===== src/rtl/reg_ex_mem.sv =====
// ---------------------------------------------------------------------------
// reg_ex_mem
//   EX/MEM pipeline register. Captures the execute-stage results (opcode,
//   instruction address, ALU result) and a valid bit on every rising edge of
//   clk. The memory stage sees them one cycle later. The register can hold its
//   contents (stall) or load a bubble (flush).
//
//   Ports
//     clk               system clock, all state changes on the rising edge
//     rst               synchronous reset, active-high
//     stall             hold the current contents
//     flush             load a bubble on the next edge (beats stall)
//     valid_in          EX-stage instruction is valid
//     OpCode            EX-stage opcode            [OPCODE_W-1:0]
//     CurrentAddress    EX-stage address           [ADDR_W-1:0]
//     ResultAlu         EX-stage ALU result        [DATA_W-1:0]
//     valid_out         registered valid bit
//     OpCodeOut         registered opcode          [OPCODE_W-1:0]
//     CurrentAddressOut registered address         [ADDR_W-1:0]
//     ResultAluOut      registered ALU result      [DATA_W-1:0]
//
//   Priority at each edge: rst > flush > stall > capture.
//   Every output is driven straight from a flop.
// ---------------------------------------------------------------------------
module reg_ex_mem #(
    parameter int                     OPCODE_W   = 5,
    parameter int                     ADDR_W     = 7,
    parameter int                     DATA_W     = 32,
    parameter logic [OPCODE_W-1:0]    NOP_OPCODE = '0
) (
    input  logic                clk,
    input  logic                rst,
    input  logic                stall,
    input  logic                flush,
    input  logic                valid_in,
    input  logic [OPCODE_W-1:0] OpCode,
    input  logic [ADDR_W-1:0]   CurrentAddress,
    input  logic [DATA_W-1:0]   ResultAlu,
    output logic                valid_out,
    output logic [OPCODE_W-1:0] OpCodeOut,
    output logic [ADDR_W-1:0]   CurrentAddressOut,
    output logic [DATA_W-1:0]   ResultAluOut
);

    logic                vld_p1;
    logic [OPCODE_W-1:0] opcode_p1;
    logic [ADDR_W-1:0]   addr_p1;
    logic [DATA_W-1:0]   result_p1;

    // ---- EX -> MEM stage boundary -----------------------------------------
    // A bubble clears the data fields as well as the valid bit, so a flushed
    // slot is indistinguishable from a freshly reset one. valid_in=0 is a
    // normal capture: the data fields are still loaded.
    always_ff @(posedge clk) begin
        if (rst || flush) begin
            vld_p1    <= 1'b0;
            opcode_p1 <= NOP_OPCODE;
            addr_p1   <= '0;
            result_p1 <= '0;
        end else if (!stall) begin
            vld_p1    <= valid_in;
            opcode_p1 <= OpCode;
            addr_p1   <= CurrentAddress;
            result_p1 <= ResultAlu;
        end
    end

    assign valid_out         = vld_p1;
    assign OpCodeOut         = opcode_p1;
    assign CurrentAddressOut = addr_p1;
    assign ResultAluOut      = result_p1;

endmodule


===== config.mk =====
export PLATFORM = sky130hd
export DESIGN_NAME = reg_ex_mem
export DESIGN_NICKNAME = d
export VERILOG_FILES = /design/src/rtl/reg_ex_mem.sv
export SDC_FILE = /design/constraint.sdc
export NUM_CORES = 1
export LEC_CHECK = 0
export ABC_AREA = 1
export CAP_MARGIN = 40
export CELL_PAD_IN_SITES_DETAIL_PLACEMENT = 1
export CELL_PAD_IN_SITES_GLOBAL_PLACEMENT = 2
export CORE_MARGIN = 3
export CORE_UTILIZATION = 20
export DETAILED_ROUTE_END_ITERATION = 12
export PLACE_DENSITY = 0.79
export SYNTH_ARGS = -nofsm -noshare
export SYNTH_HDL_FRONTEND = slang
export SYNTH_SLANG_ARGS = --single-unit

===== constraint.sdc =====
create_clock -name clk -period 1.2 [get_ports clk]
set_clock_uncertainty 0.15 [all_clocks]
set_input_delay 0.36 -clock clk [delete_from_list [all_inputs] [get_ports clk]]
set_output_delay 0.36 -clock clk [all_outputs]
set_load 0.02 [all_outputs]

Yosys cells after proc, flatten, opt, wreduce, memory -nomap -nowiden
Cells that the tools add are included.
- input bits: 49
- word-level logic and storage cells: 5
- flip-flop bits (word level): 45
- output and inout port bits: 45
- reductions and logical operators: 1
- operators with widths (kind ; number):
    1-bit logical OR ; 1

Logic depth before layout (Yosys ltp)
Gate-level depths: netlist (run 1).
- depth after elaboration: 1
- mapped depth: 5

Worst setup path before layout (run 1)
Ideal clock, no wire load.
- path type: input to register
- start: input stall
- end: register result_p1[10], in the netlist ResultAluOut[10]
- arrival: 797 ps
- stages: 4
- slack: 140 ps
- setup time: 113 ps
- cell sequence: buf_4 > buf_4 > nor2_1 > nor2_1
- RTL lines (item ; RTL line ; source):
    from (decl) ; 33 ; input logic stall,
    to (signal assigned) ; 64 ; result_p1 <= ResultAlu;
    to (decl) ; 48 ; logic [DATA_W-1:0] result_p1;

Worst setup path in the final report (run 1)
- start: register addr_p1[3], in the netlist CurrentAddressOut[3]
- end: output CurrentAddressOut[3]
- RTL lines (item ; RTL line ; source):
    from (decl) ; 47 ; logic [ADDR_W-1:0] addr_p1;
    from (signal assigned) ; 63 ; addr_p1 <= CurrentAddress;
    to (decl) ; 41 ; output logic [ADDR_W-1:0] CurrentAddressOut,
No word-level cell between the ends.

==> results of run 1 <==
## per-stage QoR
step,hold WS [ns],util (%)
finish,0.366,34.4
global placement,0.341,31.8
detailed placement,0.353,31.8
global route,0.395,34.4
floorplan,0.339,-
CTS,0.373,34.0
## repair_timing
item / CTS / global route
buffers inserted: 2 / 5
gates cloned: 0 / 0
endpoints found under the setup margin: 90 / 45
gates resized for setup: 317 / 0
## registers in the layout, indices dropped and copies added (netlist names)
| name | cells |
|---|---|
| ResultAluOut | 32 |
| CurrentAddressOut | 7 |
| OpCodeOut | 5 |
| valid_out | 1 |
## cell families after synthesis
logic type | count (synthesis) | synth area share, %
simple gates | 181 | 37.2
buf+inv | 59 | 16.3
flops | 45 | 46.5
## worst paths after layout
path,startpoint,to,depth (start not counted)
setup / recovery,CurrentAddressOut[3],CurrentAddressOut[3],1
hold / removal,ResultAluOut[22],ResultAluOut[22],4
setup reg to reg,ResultAluOut[7],ResultAluOut[7],5
hold reg to reg,ResultAluOut[22],ResultAluOut[22],4
## layout make-up
cell class                      count  area share (%)
Timing Repair Buffer              105            34.9
Sequential cell                    45            29.8
Multi-Input combinational cell    181            22.5
Inverter                           45            5.27
Tap cell                          129            5.03
Clock buffer                        8            2.50
## where the power goes
part           internal [mW]  switching (mW)
Sequential              1.57          0.0459
Clock                  0.415           0.499
Combinational          0.363           0.301
## layer usage
metal  GRT usage, %  wire length (um)  vias to the layer above
met3           3.48               374                        2
li1               -                 -                      993
met2           16.5              2590                       53
met1           10.8              2250                      851
met5              0                 0                        -
met4           2.56                21                        0
## cell usage after synthesis
library cell and instances:
nor2_8 1, inv_1 45, dfxtp_1 45, nor2_1 80
buf_6 3, nor2_2 10, buf_4 7, buf_8 4
nand2_1 90
==> results.sh, run 1 <==
export IMPL_run_status="finished with violations"
export IMPL_violations="negative setup slack"
export IMPL_crit_buf_inv=1
export IMPL_ctsHoldBuffers=0
export IMPL_setup_ws_ns=-0.0697
export IMPL_post_route_drc_count=0
export IMPL_die_area_sq_um=10900
export IMPL_leakage_nw=1.48
export IMPL_core_area_sq_um=9330
export IMPL_synth_avg_cell_area_sq_um=6.80
export IMPL_netlist_area_leader_share_pct=46.5
export IMPL_regArea_sq_um=957
export IMPL_syn_nets=334
export IMPL_setup_violations=45
export IMPL_grt_pass1_vias=1867
export IMPL_placed_cells=498
export IMPL_yosysSeqAreaShare_pct=46.5
export IMPL_clk_latency_ns=0.29
export IMPL_max_slew_margin_pct=87.0
export IMPL_finalCritPeriodShare_pct=106
export IMPL_layout_drive_gt1_share_pct=31.0
export IMPL_syn_area_sq_um=1940
export IMPL_slew_violations=0
export IMPL_die_w_um=104
export IMPL_nFillCells=1170
export IMPL_yosysUniqueCellTypes=9
export IMPL_synthCells=285
export IMPL_worstMarginPinSlew_ns=0.195
export IMPL_crit_chain="buf_6"
export IMPL_fin_area_sq_um=3210
export IMPL_instances_no_fill=513
export IMPL_cpMaxStageDelayCell="dfxtp_2"
export IMPL_max_clock_path_buffers=2
export IMPL_num_vias=1899
export IMPL_clkTransAtPathRegs_ns=0.08
export IMPL_max_freq_mhz=788
export IMPL_die_h_um=104
export IMPL_yosysTopAreaCell="dfxtp_1"
export IMPL_vias_per_cell=3.70
export IMPL_worst_setup_path_start_kind="flip-flop"
export IMPL_path_delay_family="flip-flops"
export IMPL_hp_class="flip-flop to flip-flop"
export IMPL_critical_path_arrival_ns=0.76
export IMPL_area_growth_syn_to_layout_pct=65.6
export IMPL_vdd_ir_drop_max_uv=360
export IMPL_rows=35
export IMPL_r2r_setup_slack_ns=0.32
export IMPL_design_power_total_mw=3.19
export IMPL_numCtsBuffers=5
export IMPL_dp_worst_setup_slack_ns=-0.392
export IMPL_ant_nets=0
export IMPL_nNetsFinal=432
export IMPL_wl_per_cell_um=10.2
export IMPL_cap_viol_max_count=0
export IMPL_antenna_found_initial=0
export IMPL_io_pins=94
export IMPL_cts_sinks=45
export IMPL_drtIter0Drc=23
export IMPL_hold_viol=0
export IMPL_crit_fanout=2
export IMPL_final_common_cell="nand2_1"
export IMPL_dpl_hpwl_mm=3.87
export IMPL_dpl_cell_area_sq_um=2970
export IMPL_multiInputGateArea_sq_um=721
export IMPL_gp_congestion=0.690
export IMPL_final_cell_mix="nand2_1 (90), nor2_1 (80)"
export IMPL_powerDensity_nw_per_um2=996
export IMPL_cts_root_buf="clkbuf_8"
export IMPL_grt_start_max_net_pins=47
export IMPL_fin_setup_tns_ns=-2.41
export IMPL_grt_overflow_total=0
export IMPL_cp_required_ns=0.69
export IMPL_endpoint_kind="output pin"
export IMPL_cts_tree="done"
export IMPL_grt_pass1_wl_mm=8.50
export IMPL_finalCriticalPeriod_ns=1.27
export IMPL_max_stage_delay_ns=0.36
export IMPL_track_usage_pct=9.45
export IMPL_numPortBuffers=93
export IMPL_worstSetupPathType="flip-flop to output pin"
export IMPL_yosysWarnings=0
export IMPL_rsz0062_at_grt="yes"
export IMPL_ys_ff_latch=45
export IMPL_htree_levels=2
export IMPL_start_util_pct=20.8
export IMPL_first_pass_iters=4
export IMPL_synth_area_leaders="dfxtp_1 (47%), nand2_1 (17%), nor2_1 (16%)"
export IMPL_totalWireLength_mm=5.23
export IMPL_antenna_cells=0
Power figures use the tool's default switching activity.
==> run 2: changes to the inputs <==
--- a/config.mk
+++ b/config.mk
@@ -11,7 +11,9 @@
 export CELL_PAD_IN_SITES_GLOBAL_PLACEMENT = 2
 export CORE_MARGIN = 3
 export CORE_UTILIZATION = 20
+export CTS_CLUSTER_DIAMETER = 80
 export DETAILED_ROUTE_END_ITERATION = 12
+export GPL_ROUTABILITY_DRIVEN = 0
 export PLACE_DENSITY = 0.79
 export SYNTH_ARGS = -nofsm -noshare
 export SYNTH_HDL_FRONTEND = slang
==> results of run 2 <==
Same layout as run 1: the final DEF is identical, and so are final timing and power.
